===== src/rtl/pipe_pkg.sv =====
// Shared definitions for the five-stage pipeline: opcodes, flush NOP word,
// sequencing-controller state encoding and register-dependency helpers.
package pipe_pkg;

  localparam logic [5:0]  OP_RTYPE   = 6'd0;
  localparam logic [5:0]  OP_J       = 6'd2;
  localparam logic [5:0]  OP_BEQ     = 6'd4;
  localparam logic [5:0]  OP_LW      = 6'd35;
  localparam logic [5:0]  OP_SW      = 6'd43;

  // Word loaded into IF/ID when it is flushed.
  localparam logic [31:0] INST_FLUSH = 32'hFC00_0000;

  typedef enum logic [1:0] {
    RUN   = 2'd0,
    WAIT  = 2'd1,
    ERROR = 2'd2
  } state_e;

  // Instructions that read the rt field as a source operand.
  function automatic logic uses_rt(input logic [5:0] op);
    return (op == OP_RTYPE) || (op == OP_BEQ) || (op == OP_SW);
  endfunction

  // A producer register r feeds the ID instruction. $zero never creates a
  // dependency because it is hard-wired.
  function automatic logic reg_match(input logic [4:0] r,
                                     input logic [4:0] rs,
                                     input logic [4:0] rt,
                                     input logic       rt_used);
    return (r != 5'd0) && ((r == rs) || (rt_used && (r == rt)));
  endfunction

endpackage


===== src/rtl/hazard_detect.sv =====
// Combinational hazard detection for the instruction held in IF/ID.
// Ports:
//   id_op_i/id_rs_i/id_rt_i          IF/ID opcode and source fields
//   ex_regwrite_i/ex_memread_i/ex_rd_i  ID/EX producer information
//   mem_memread_i/mem_rd_i           EX/MEM load producer
//   load_use_o                       ID consumer depends on a load in EX
//   br_haz_o                         beq operand not yet available in ID
module hazard_detect
  import pipe_pkg::*;
(
  input  logic [5:0] id_op_i,
  input  logic [4:0] id_rs_i,
  input  logic [4:0] id_rt_i,
  input  logic       ex_regwrite_i,
  input  logic       ex_memread_i,
  input  logic [4:0] ex_rd_i,
  input  logic       mem_memread_i,
  input  logic [4:0] mem_rd_i,
  output logic       load_use_o,
  output logic       br_haz_o
);

  logic rt_used_s;
  logic ex_match_s;
  logic mem_match_s;

  assign rt_used_s   = uses_rt(id_op_i);
  assign ex_match_s  = reg_match(ex_rd_i, id_rs_i, id_rt_i, rt_used_s);
  assign mem_match_s = reg_match(mem_rd_i, id_rs_i, id_rt_i, rt_used_s);

  assign load_use_o  = ex_memread_i && ex_match_s;
  // beq compares in ID, so it must wait for ALU results in EX and for load
  // data that is still in MEM.
  assign br_haz_o    = (id_op_i == OP_BEQ) &&
                       ((ex_regwrite_i && ex_match_s) ||
                        (mem_memread_i && mem_match_s));

endmodule


===== src/rtl/hazard_ctrl.sv =====
// Pipeline sequencing controller: PC write enable, IF/ID hold/flush, ID/EX
// bubble, global freeze on memory waits with timeout, stall-cycle counter.
// Ports:
//   clk_i, rst_i                     clock, synchronous active-high reset
//   id_*/ex_*/mem_*                  pipeline register fields for hazards
//   branch_taken_i, jump_i           control transfer resolved in ID
//   imem_ready_i, dmem_ready_i       memories complete this cycle
//   pc_write_o, ifid_hold_o, ifid_flush_o, idex_bubble_o, pipe_freeze_o
//                                    Mealy sequencing controls
//   mem_err_o                        sticky memory timeout flag
//   stall_cnt_o                      saturating count of PC-hold cycles
module hazard_ctrl #(
  parameter int unsigned TIMEOUT     = 255,
  parameter int unsigned STALL_CNT_W = 16
) (
  input  logic                   clk_i,
  input  logic                   rst_i,
  input  logic [5:0]             id_op_i,
  input  logic [4:0]             id_rs_i,
  input  logic [4:0]             id_rt_i,
  input  logic                   ex_regwrite_i,
  input  logic                   ex_memread_i,
  input  logic [4:0]             ex_rd_i,
  input  logic                   mem_memread_i,
  input  logic [4:0]             mem_rd_i,
  input  logic                   branch_taken_i,
  input  logic                   jump_i,
  input  logic                   imem_ready_i,
  input  logic                   dmem_ready_i,
  output logic                   pc_write_o,
  output logic                   ifid_hold_o,
  output logic                   ifid_flush_o,
  output logic                   idex_bubble_o,
  output logic                   pipe_freeze_o,
  output logic                   mem_err_o,
  output logic [STALL_CNT_W-1:0] stall_cnt_o
);

  import pipe_pkg::*;

  localparam logic [7:0]             TIMEOUT_C = 8'(TIMEOUT);
  localparam logic [STALL_CNT_W-1:0] CNT_ONE   = STALL_CNT_W'(1);
  localparam logic [STALL_CNT_W-1:0] CNT_MAX   = {STALL_CNT_W{1'b1}};

  state_e                   state_q, state_d;
  logic [7:0]               wait_cnt_q, wait_cnt_d;
  logic [STALL_CNT_W-1:0]   stall_cnt_q, stall_cnt_d;
  logic                     err_q, err_d;

  logic load_use_s;
  logic br_haz_s;
  logic hazard_s;
  logic mem_busy_s;

  // Controls for an unfrozen cycle (RUN, or WAIT once memory is ready).
  logic run_pc_write_s;
  logic run_hold_s;
  logic run_flush_s;
  logic run_bubble_s;

  hazard_detect u_detect (
    .id_op_i       (id_op_i),
    .id_rs_i       (id_rs_i),
    .id_rt_i       (id_rt_i),
    .ex_regwrite_i (ex_regwrite_i),
    .ex_memread_i  (ex_memread_i),
    .ex_rd_i       (ex_rd_i),
    .mem_memread_i (mem_memread_i),
    .mem_rd_i      (mem_rd_i),
    .load_use_o    (load_use_s),
    .br_haz_o      (br_haz_s)
  );

  assign hazard_s   = load_use_s || br_haz_s;
  assign mem_busy_s = !imem_ready_i || !dmem_ready_i;

  // Unfrozen-cycle controls: a hazard stall suppresses the flush because the
  // branch decision was made on stale operands.
  always_comb begin
    run_pc_write_s = 1'b1;
    run_hold_s     = 1'b0;
    run_flush_s    = 1'b0;
    run_bubble_s   = 1'b0;
    if (hazard_s) begin
      run_pc_write_s = 1'b0;
      run_hold_s     = 1'b1;
      run_bubble_s   = 1'b1;
    end else if (branch_taken_i || jump_i) begin
      run_flush_s    = 1'b1;
    end else begin
      run_pc_write_s = 1'b1;
    end
  end

  // FSM next state, wait counter and Mealy outputs.
  always_comb begin
    state_d       = state_q;
    wait_cnt_d    = wait_cnt_q;
    pc_write_o    = 1'b0;
    ifid_hold_o   = 1'b0;
    ifid_flush_o  = 1'b0;
    idex_bubble_o = 1'b0;
    pipe_freeze_o = 1'b0;
    if (rst_i) begin
      // IF/ID has no reset of its own; load the flush NOP into it now.
      ifid_flush_o  = 1'b1;
      idex_bubble_o = 1'b1;
      state_d       = RUN;
      wait_cnt_d    = 8'd0;
    end else begin
      case (state_q)
        RUN: begin
          if (mem_busy_s) begin
            ifid_hold_o   = 1'b1;
            pipe_freeze_o = 1'b1;
            state_d       = WAIT;
            wait_cnt_d    = 8'd1;
          end else begin
            pc_write_o    = run_pc_write_s;
            ifid_hold_o   = run_hold_s;
            ifid_flush_o  = run_flush_s;
            idex_bubble_o = run_bubble_s;
          end
        end
        WAIT: begin
          if (mem_busy_s) begin
            ifid_hold_o   = 1'b1;
            pipe_freeze_o = 1'b1;
            if (wait_cnt_q == TIMEOUT_C) begin
              state_d = ERROR;
            end else begin
              wait_cnt_d = wait_cnt_q + 8'd1;
            end
          end else begin
            // First ready cycle completes the instruction immediately.
            pc_write_o    = run_pc_write_s;
            ifid_hold_o   = run_hold_s;
            ifid_flush_o  = run_flush_s;
            idex_bubble_o = run_bubble_s;
            state_d       = RUN;
            wait_cnt_d    = 8'd0;
          end
        end
        ERROR: begin
          ifid_hold_o   = 1'b1;
          pipe_freeze_o = 1'b1;
        end
        default: begin
          // Unreachable encoding: freeze and recover into ERROR visibly.
          ifid_hold_o   = 1'b1;
          pipe_freeze_o = 1'b1;
          state_d       = ERROR;
        end
      endcase
    end
  end

  // Sticky error flag and saturating stall counter (frozen once in ERROR).
  always_comb begin
    err_d       = err_q || (state_d == ERROR);
    stall_cnt_d = stall_cnt_q;
    if ((state_q != ERROR) && !pc_write_o && (stall_cnt_q != CNT_MAX)) begin
      stall_cnt_d = stall_cnt_q + CNT_ONE;
    end else begin
      stall_cnt_d = stall_cnt_q;
    end
  end

  // State and counter registers with synchronous reset.
  always_ff @(posedge clk_i) begin
    if (rst_i) begin
      state_q     <= RUN;
      wait_cnt_q  <= 8'd0;
      stall_cnt_q <= '0;
      err_q       <= 1'b0;
    end else begin
      state_q     <= state_d;
      wait_cnt_q  <= wait_cnt_d;
      stall_cnt_q <= stall_cnt_d;
      err_q       <= err_d;
    end
  end

  assign mem_err_o   = err_q;
  assign stall_cnt_o = stall_cnt_q;

endmodule


===== config.mk =====
export PLATFORM = sky130hd
export DESIGN_NAME = hazard_ctrl
export DESIGN_NICKNAME = d
export VERILOG_FILES = /design/src/rtl/pipe_pkg.sv /design/src/rtl/hazard_detect.sv /design/src/rtl/hazard_ctrl.sv
export SDC_FILE = /design/constraint.sdc
export NUM_CORES = 1
export LEC_CHECK = 0
export BUFFER_PORTS_ARGS = -buffer_cell sky130_fd_sc_hd__buf_2
export CORE_MARGIN = 1
export CORE_UTILIZATION = 45
export CTS_CLUSTER_SIZE = 20
export DETAILED_ROUTE_END_ITERATION = 8
export GPL_ROUTABILITY_DRIVEN = 0
export HOLD_SLACK_MARGIN = 0.15
export PLACE_DENSITY = 0.74
export SLEW_MARGIN = 30
export SYNTH_ARGS = -nofsm -noshare
export SYNTH_HDL_FRONTEND = slang
export SYNTH_SLANG_ARGS = --single-unit

===== constraint.sdc =====
create_clock -name clk_i -period 2.1 [get_ports clk_i]
set_input_delay 0.42 -clock clk_i [delete_from_list [all_inputs] [get_ports clk_i]]
set_output_delay 0.42 -clock clk_i [all_outputs]
set_load 0.005 [all_outputs]

==> metrics.txt, run 1 <==
status finished with violations; failing checks setup timing; Antenna Nets Post-Route 0; critical path's slowest cell or4_4; chip height 63.4 um; Hold Fails Final Rpt 0; Overall Power approximately 1.1 mW; minimum clock period between 2000 and 2500 ps; # setup viols final 16; Leak Pwr between 1 and 1.5 nW; final clock skew about 3.7 ps; ys flop type dfxtp_1; I/O Buffers 56; power per standard cell area approximately 430 nW/um2; fin nets 325; via count about 1,800; slew margin rel. between 60% and 70%; layout cells sized above 1 between 40% and 50%; RSZ-0062 raised after global routing yes; fill count between 200 and 300; Avg WL per Cell about 14 um; Crit. End Element flip-flop; r2r endpoint stall_cnt_o[14]$_SDFFE_PP0P_; register bit total from synthesis 27; DR vias/cell around 5.4; share of synthesized flip-flops with an asynchronous set or reset 0%; CP peak stage delay around 500 ps; Worst Path Arrival about 2500 ps; most common cell after layout, fill and taps aside buf_2; Initial Util roughly 49%; routing usage on met2 between 30% and 40%; io pins 57; Post-Place Cells ~330; R2R Path Start stall_cnt_o[11]$_SDFFE_PP0P_; Mapped Area ~1700 um2; core box area about 3500 um2; Clk Latency, worst-skew pair 270 ps; Final Max Slew Viols 0; vias in the first global route 1,667; initial antenna violation count 0; Hold Path Class reg2reg; Clk pin slew, worst setup/hold paths approximately 90 ps; Worst-Margin Slew around 520 ps; met3 usage in global routing 3.80%; largest net degree at the start of global routing 21; row cnt 21; kind of critical path in2reg; Min-Delay Path Depth 1; GR peak layer met2; Crit Path Max Fanout 17; CTS tree yes; WHS Endpoint mem_err_o$_SDFF_PP0_; Synth warnings 0; Detailed Place HPWL ~3.2 mm; syn avg cell area between 8 and 9 um2; CTS Hold Bufs 0; GR Layer Usage met1 between 20 and 30%; CTS root buf clkbuf_8; internal reg-to-reg setup slack -60 ps; number of synthesized flops with an enable pin 0; Setup WS post-layout -166 ps; Die W between 60 and 70 um; Seq. cell area between 500 and 600 um2; biggest area consumer among synthesized cells dfxtp_1; GRT Total Usage 22.8%; Yosys cell types 43; ant diodes 0; syn nets around 240; Syn Inst Count between 200 and 250; Layout Utilization 71.2%; most frequent cells in the layout buf_2 (52), dfxtp_1 (27), buf_4 (26), nor2_1 (17), nand2_1 (17); register area share after synthesis a little under a third; Remaining Overflow, GRT 0; Final period util 108%; CTS buffer count 3; crit-path cells buf_2, xor2_1, nor3_2, nand3_1, a211o_1, buf_4, and4_4, buf_12, or4_4, a21oi_2; reg2reg path depth 7; fin cells ~330; Hold Startpoint mem_err_o$_SDFF_PP0_; Fmax roughly 440 MHz; drt initial violations a little over 80; worst vdd ir between 400 and 500 uV; largest cells by area after synthesis dfxtp_1 (32%), xnor2_1 (7.8%), xor2_1 (6.2%), nand3_1 (4.4%), nand2_1 (4.2%); H-tree Lvls 1; worst-case clock buffer depth 2; area occupied by multi-input gates between 1000 and 1500 um2; synthesis-to-layout area growth 45.8%; CTS Sinks 27; Die Footprint ~4000 um2; Post-Route WL 4.65 mm; drt pass-1 iters 6; post-synth top area share 31.9%; max_cap viols 0; Worst Path Required between 2000 and 2500 ps; drc violations 0; Fin Hold WS 477 ps; first-pass GRT wire length approximately 7.4 mm; Startpoint Class input pin
-- report_power, final --
group          internal [mW]  total (mW)  switching [mW]
combinational          0.118       0.239           0.121
sequential             0.522       0.531         0.00837
clock                  0.136       0.297           0.161
-- cell type report --
type | instances | share of cell area, %
Tap cell | 46 | 2.33
Sequential cell | 27 | 21.9
Inverter | 4 | 0.608
Clock buffer | 4 | 1.82
Timing Repair Buffer | 85 | 22.0
Multi-Input combinational cell | 167 | 51.4
-- cell usage after synthesis (all sizes together), types with 2 or more instances --
cell,instances
a211o,2
a21oi,12
and4,3
buf,4
clkbuf,5
dfxtp,27
ha,2
inv,4
mux2,3
nand2,19
nand3,15
nand4,3
nor2,19
nor2b,3
nor3,8
nor4,7
o21ai,6
o311ai,2
o31ai,6
o41ai,4
or2,2
or3,4
or4,9
xnor2,15
xor2,12
-- worst max-delay path by stage --
| stage | startpoint | endpoint |
|---|---|---|
| after floorplan | id_rs_i[3] | stall_cnt_o[5]$_SDFFE_PP0P_ |
| after global placement | mem_rd_i[3] | ifid_flush_o |
| after detailed placement | mem_rd_i[3] | ifid_hold_o |
| after CTS | id_rt_i[4] | stall_cnt_o[13]$_SDFFE_PP0P_ |
| after global routing | id_op_i[0] | idex_bubble_o |
| final | id_rt_i[1] | stall_cnt_o[14]$_SDFFE_PP0P_ |
-- sequential cells by signal, indices dropped and copies added (netlist names) --
register / flops
stall_cnt_o: 16
state_q: 2
mem_err_o: 1
wait_cnt_q: 8
-- metal layers --
metal  share of wire (%)  up-vias
met5                   0        -
met4                0.65        0
met3                 3.4        4
met2                  50       44
met1                  46      836
li1                    -      923
-- stage by stage --
step	worst slack (ps)	instance area [um2]	setup TNS (ps)
global route	-236	2470	-2960
global placement	-263	2190	-3140
detailed placement	-240	2190	-3560
floorplan	-18.1	1710	-35.6
finish	-166	2470	-1860
CTS	-128	2330	-1690
-- cell families (layout without fill, tap and decap cells) --
family	Yosys count	after routing	synth area share (%)
compound gates	40	40	15.7
xor+xnor	27	27	14.0
fa+ha+maj	2	2	1.48
buf+inv	13	93	3.91
flops	27	27	31.9
mux	4	4	2.58
simple gates	94	94	30.4
-- critical path, delay by kind of cell --
| kind | cells | cell delay (ps) |
|---|---|---|
| buffers and inverters | 3 | 440 |
| AO/OA/AOI/OAI | 2 | 490 |
| AND/OR/NAND/NOR | 4 | 930 |
| XOR/XNOR | 1 | 180 |
-- timing repair --
item / in CTS / in global routing
buffers inserted: 3 / 0
pin swaps: 12 / 17
gates resized for setup: 15 / 31
endpoints found under the setup margin: 4 / 20
hold endpoints to repair: 0 / 0
Note: power is estimated with default switching activity, not from simulation.
==> run 2: changes to the inputs <==
--- a/config.mk
+++ b/config.mk
@@ -13,6 +13,7 @@
 export GPL_ROUTABILITY_DRIVEN = 0
 export HOLD_SLACK_MARGIN = 0.15
 export PLACE_DENSITY = 0.74
+export SETUP_SLACK_MARGIN = 0.1
 export SLEW_MARGIN = 30
 export SYNTH_ARGS = -nofsm -noshare
 export SYNTH_HDL_FRONTEND = slang
==> run 2 against run 1 <==
- the flow still finishes with violations (setup timing)
- register-to-register slack better by 70 ps
- sequential share of layout area is 1.2 points lower
- utilization is 4.1 points higher
==> metrics.txt, run 2 (synthesis gave the netlist of run 1 again) <==
DR vias/cell 5.53 (+1.9%); first-pass GRT wire length 7.32 mm (-0.93%); drc violations 0 (unchanged); failing checks setup timing; reg2reg path depth 7 (unchanged); worst vdd ir 257 uV (-47%); initial antenna violation count 0 (unchanged); Remaining Overflow, GRT 0 (unchanged); Fmax 442 MHz (+0.25%); power per standard cell area 419 nW/um2 (-3.0%); Clk pin slew, worst setup/hold paths 100 ps (about the same); CTS root buf clkbuf_8; Detailed Place HPWL 3.20 mm (-0.49%); minimum clock period 2260 ps (-5.57 ps); most common cell after layout, fill and taps aside buf_2; via count 1,914 (+5.9%); max_cap viols 0 (unchanged); H-tree Lvls 1 (unchanged); Overall Power 1.09 mW (+2.6%); max reg flops 16 (unchanged); kind of critical path in2out; r2r endpoint stall_cnt_o[14]$_SDFFE_PP0P_; Hold Path Class reg2reg; Avg WL per Cell 13.9 um (-0.26%); Min-Delay Path Depth 1 (unchanged); CTS tree yes; layout cells sized above 1 46.0% (+1.7 points); vias in the first global route 1,704 (+2.2%); Initial Util 48.8% (unchanged); internal reg-to-reg setup slack 10 ps (+70 ps); core box area 3470 um2 (unchanged); Final Max Slew Viols 0 (unchanged); critical path's top delay family simple AND/OR/NAND/NOR gates; R2R Path Start stall_cnt_o[5]$_SDFFE_PP0P_; CTS buffer count 3 (unchanged); CTS Sinks 27 (unchanged); drt initial violations 142 (+71%); most frequent cells in the layout buf_2 (51), buf_4 (39), dfxtp_1 (27), nor2_1 (18), nand2_1 (18); chip height 63.4 um (unchanged); Clk Latency, worst-skew pair 270 ps (about the same); GRT Total Usage 22.2% (-0.59 points); Worst Path Arrival 1840 ps (-640 ps); Hold Fails Final Rpt 0 (unchanged); CP peak stage delay 510 ps (about the same); Final period util 108% (-0.27 points); status finished with violations; Post-Route WL 4.82 mm (+3.6%); synthesis-to-layout area growth 54.1%; # setup viols final 12 (-4); critical path's slowest cell or4_1; crit-path cells buf_6, or4_1, o21ai_1, a211o_1, buf_6, nand2_4, o41ai_2, buf_2; Hold Startpoint mem_err_o$_SDFF_PP0_; final clock skew 2.96 ps (-0.734 ps); Leak Pwr 1.07 nW (+6.9%); drt pass-1 iters 4 (-2); WP buf/inv 3 (unchanged); ant diodes 0 (unchanged); Setup WS post-layout -160 ps (+5.57 ps); worst-case clock buffer depth 2 (unchanged); row cnt 21 (unchanged); Die W 63.4 um (unchanged); Crit Path Max Fanout 3 (-14); WHS Endpoint mem_err_o$_SDFF_PP0_; Crit. End Element primary output; Antenna Nets Post-Route 0 (unchanged); fin nets 338 (+4.0%); slew margin rel. 67.1% (+1.8 points); io pins 57 (unchanged); RSZ-0062 raised after global routing yes; Critical Path Most Common Cell buf_6; Fin Hold WS 470 ps (-6.01 ps); Layout Utilization 75.3% (+4.1 points); Startpoint Class input pin; Worst Path Required 1680 ps (-630 ps); Worst-Margin Slew 491 ps (-26.1 ps); I/O Buffers 56 (unchanged); Die Footprint 4010 um2 (unchanged); largest net degree at the start of global routing 21 (unchanged)
[run 2: changes by cell type in the layout (fill, tap and decap cells not counted), moves of 3 or more]
cell / previous run / this run
a21oi_1: 3 / 8
a21oi_2: 9 / 4
buf_4: 26 / 39
buf_8: 0 / 3
or4_1: 2 / 5
or4_4: 7 / 4
[run 2: how the worst max path moves through the flow]
stage,startpoint,end,depth (start not counted)
detailed placement,id_op_i[1],stall_cnt_o[4]$_SDFFE_PP0P_,9
floorplan,id_op_i[1],stall_cnt_o[5]$_SDFFE_PP0P_,8
global route,mem_rd_i[0],ifid_flush_o,8
finish,mem_rd_i[0],ifid_flush_o,8
global placement,id_op_i[1],stall_cnt_o[5]$_SDFFE_PP0P_,8
CTS,id_rt_i[4],stall_cnt_o[4]$_SDFFE_PP0P_,11
[run 2: what timing repair did]
action                     4_1_cts  5_1_grt
pin swaps                       13       17
setup endpoints to repair        7       20
hold buffers                     0        0
gates cloned                     0        1
resized for setup                8       40
setup buffers                    5        3
[run 2: where the power goes]
| group | switching [mW] | internal, mW | total, mW |
|---|---|---|---|
| logic | 0.130 | 0.130 | 0.260 |
| registers | 0.00779 | 0.522 | 0.530 |
| clock network | 0.170 | 0.133 | 0.303 |
| total | 0.308 | 0.786 | 1.09 |
[run 2: metrics by stage]
stage / setup TNS [ps] / area [um2] / cells / setup slack (ps)
floorplan: -7.96 / 1720 / 207 / -7.96
global placement: -1410 / 2250 / 333 / -158
detailed placement: -1950 / 2250 / 333 / -189
CTS: -668 / 2370 / 342 / -92.6
global route: -2160 / 2610 / 346 / -214
finish: -1230 / 2610 / 346 / -160
[run 2: cell type report]
cell class                 instances  area, um2
timing repair buffer              98        663
sequential                        27        541
clock buffer                       3       41.3
tap                               46       57.6
clock inverter                     1       5.00
inverter                           4       15.0
fill                             253        857
multi-input combinational        167       1290
[run 2: routing by layer]
metal	track usage, %	vias up	part of all wire, %
li1	-	943	-
met1	27.6	892	43
met2	39.1	73	51
met3	2.72	6	4.6
met4	7.39	0	1.1
met5	0	-	0
==> run 3: changes to the inputs <==
--- a/config.mk
+++ b/config.mk
@@ -8,6 +8,7 @@
 export BUFFER_PORTS_ARGS = -buffer_cell sky130_fd_sc_hd__buf_2
 export CORE_MARGIN = 1
 export CORE_UTILIZATION = 45
+export CTS_BUF_LIST = sky130_fd_sc_hd__clkbuf_16
 export CTS_CLUSTER_SIZE = 20
 export DETAILED_ROUTE_END_ITERATION = 8
 export GPL_ROUTABILITY_DRIVEN = 0
==> run 3 against run 2 <==
- the flow still finishes with violations (setup timing)
- via count grew 2.5%
- non-clock buffer count unchanged
- critical path depth is 2 higher
- die area stayed put
- critical endpoint is now stall_cnt_o[5]$_SDFFE_PP0P_
- final area up 1.5%
- setup slack gained 32 ps
- clock-buffer cell count unchanged
- largest cell class unchanged
- critical path type is now in2reg
- utilization grew 1.1 points
- sequential power about the same
- flip-flop and latch count unchanged
==> metrics.txt, run 3 (synthesis gave the netlist of run 1 again) <==
Initial Util 48.8% (unchanged); Finished Cell Area 2650 um2 (+1.5%); Worst Path Arrival 2380 ps (+540 ps); # setup viols final 7 (-5); first-pass GRT wire length 8.31 mm (+14%); synthesis-to-layout area growth 56.4%; routing usage on met2 45.1% (+6.0 points); minimum clock period 2230 ps (-32.1 ps); fill count 246 (-2.8%); Avg WL per Cell 15.2 um (+9.5%); H-tree Lvls 1 (unchanged); io pins 57 (unchanged); worst-case clock buffer depth 2 (unchanged); initial antenna violation count 0 (unchanged); Clk pin slew, worst setup/hold paths 70 ps (-30 ps); Fmax 449 MHz (+1.4%); Post-Route WL 5.28 mm (+9.5%); Final Max Slew Viols 0 (unchanged); Overall Power 1.23 mW (+13%); Leak Pwr 1.09 nW (+1.6%); Setup WS post-layout -128 ps (+32.1 ps); I/O Buffers 56 (unchanged); ant diodes 0 (unchanged); Remaining Overflow, GRT 0 (unchanged); Clk Latency, worst-skew pair 260 ps (about the same); Hold Fails Final Rpt 0 (unchanged); drt pass-1 iters 4 (unchanged); DR vias/cell 5.67 (+2.5%); layout cells sized above 1 45.7% (-0.33 points); CTS Hold Bufs 0 (unchanged); max reg flops 16 (unchanged); power per standard cell area 465 nW/um2 (+11%); status finished with violations; drc violations 0 (unchanged); max_cap viols 0 (unchanged); drt initial violations 170 (+20%); largest net degree at the start of global routing 21 (unchanged); RSZ-0062 raised after global routing yes; kind of critical path in2reg; CTS tree yes; most common cell after layout, fill and taps aside buf_2; Die W 63.4 um (unchanged); Crit Path Max Fanout 7 (+4); failing checks setup timing; worst vdd ir 299 uV (+16%); Startpoint Class input pin; GR peak layer met2; Crit. End Element flip-flop; Antenna Nets Post-Route 0 (unchanged); vias in the first global route 1,861 (+9.2%); slew margin rel. 65.2% (-1.9 points); chip height 63.4 um (unchanged); TNS Setup -433 ps (+796 ps); GR Layer Usage met1 30.8% (+3.2 points); Detailed Place HPWL 3.20 mm (unchanged); core box area 3470 um2 (unchanged); GRT Total Usage 26.0% (+3.8 points); CTS Sinks 27 (unchanged); final clock skew 1.96 ps (-1.00 ps); internal reg-to-reg setup slack 10 ps (about the same); CTS root buf clkbuf_16; Worst Path Required 2250 ps (+570 ps); Final period util 106% (-1.5 points); Die Footprint 4010 um2 (unchanged); CTS buffer count 3 (unchanged); row cnt 21 (unchanged); via count 1,962 (+2.5%); met3 usage in global routing 3.44% (+0.72 points); Worst-Margin Slew 518 ps (+27.8 ps); most frequent cells in the layout buf_2 (49), buf_4 (36), dfxtp_1 (25), nand2_1 (18), nor2_1 (17); Hold Path Class reg2reg; fin nets 338 (unchanged); Placed Area 2250 um2 (unchanged)
## run 3: cell types whose count changed in the layout (fill, tap and decap cells not counted), moves of 2 or more
cell / previous run / this run
a21oi_1: 8 / 11
clkbuf_8: 3 / 0
buf_6: 4 / 10
buf_2: 51 / 49
clkbuf_16: 1 / 3
or4_1: 5 / 7
or4_4: 4 / 2
a21oi_2: 4 / 1
dfxtp_2: 0 / 2
dfxtp_1: 27 / 25
buf_4: 39 / 36
## run 3: area by class of cell
class	count	area [um2]	share of cell area [%]
multi-input cells	167	1270	47.9
repair buffers	98	686	25.9
flip-flops and latches	27	543	20.5
clock buffers	3	75.1	2.83
well taps	46	57.6	2.17
inverters	4	15.0	0.567
clock inverters	1	5.00	0.189
## run 3: worst paths after layout
check / startpoint / to / depth (start not counted)
min reg2reg: mem_err_o$_SDFF_PP0_ / mem_err_o$_SDFF_PP0_ / 1
max reg2reg: stall_cnt_o[2]$_SDFFE_PP0P_ / stall_cnt_o[11]$_SDFFE_PP0P_ / 8
max: id_op_i[0] / stall_cnt_o[5]$_SDFFE_PP0P_ / 10
min: mem_err_o$_SDFF_PP0_ / mem_err_o$_SDFF_PP0_ / 1
## run 3: power by group
group,total (mW),internal (mW),switching [mW]
combinational,0.262,0.132,0.130
clock,0.440,0.257,0.183
sequential,0.531,0.523,0.00858
total,1.23,0.912,0.321
## run 3: what timing repair did
action,in CTS,in global routing
setup endpoints to repair,9,21
gates cloned,1,0
pin swaps,20,11
gates resized for setup,34,15
setup buffers,7,1
## run 3: critical path: stages
cell     delay [ps]
buf_6           100
nor4_4          290
buf_4           160
nand2_1          60
a211o_1         320
and4_4          200
buf_8           150
buf_4           140
nor4_4          190
mux2_4          340
## run 3: metrics by stage
stage / util [%] / hold slack [ps] / worst slack, ps / cells
after floorplan: - / 451 / -7.96 / 207
after global placement: 64.8 / 441 / -158 / 333
after detailed placement: 64.8 / 448 / -189 / 333
after CTS: 74.4 / 463 / -68.7 / 345
after global routing: 76.4 / 511 / -194 / 346
final: 76.4 / 476 / -128 / 346
## run 3: layer usage
metal,vias up,part of all wire (%)
met5,-,0
met4,0,3.6
met2,74,52
met1,924,40
li1,948,-
met3,16,4.1
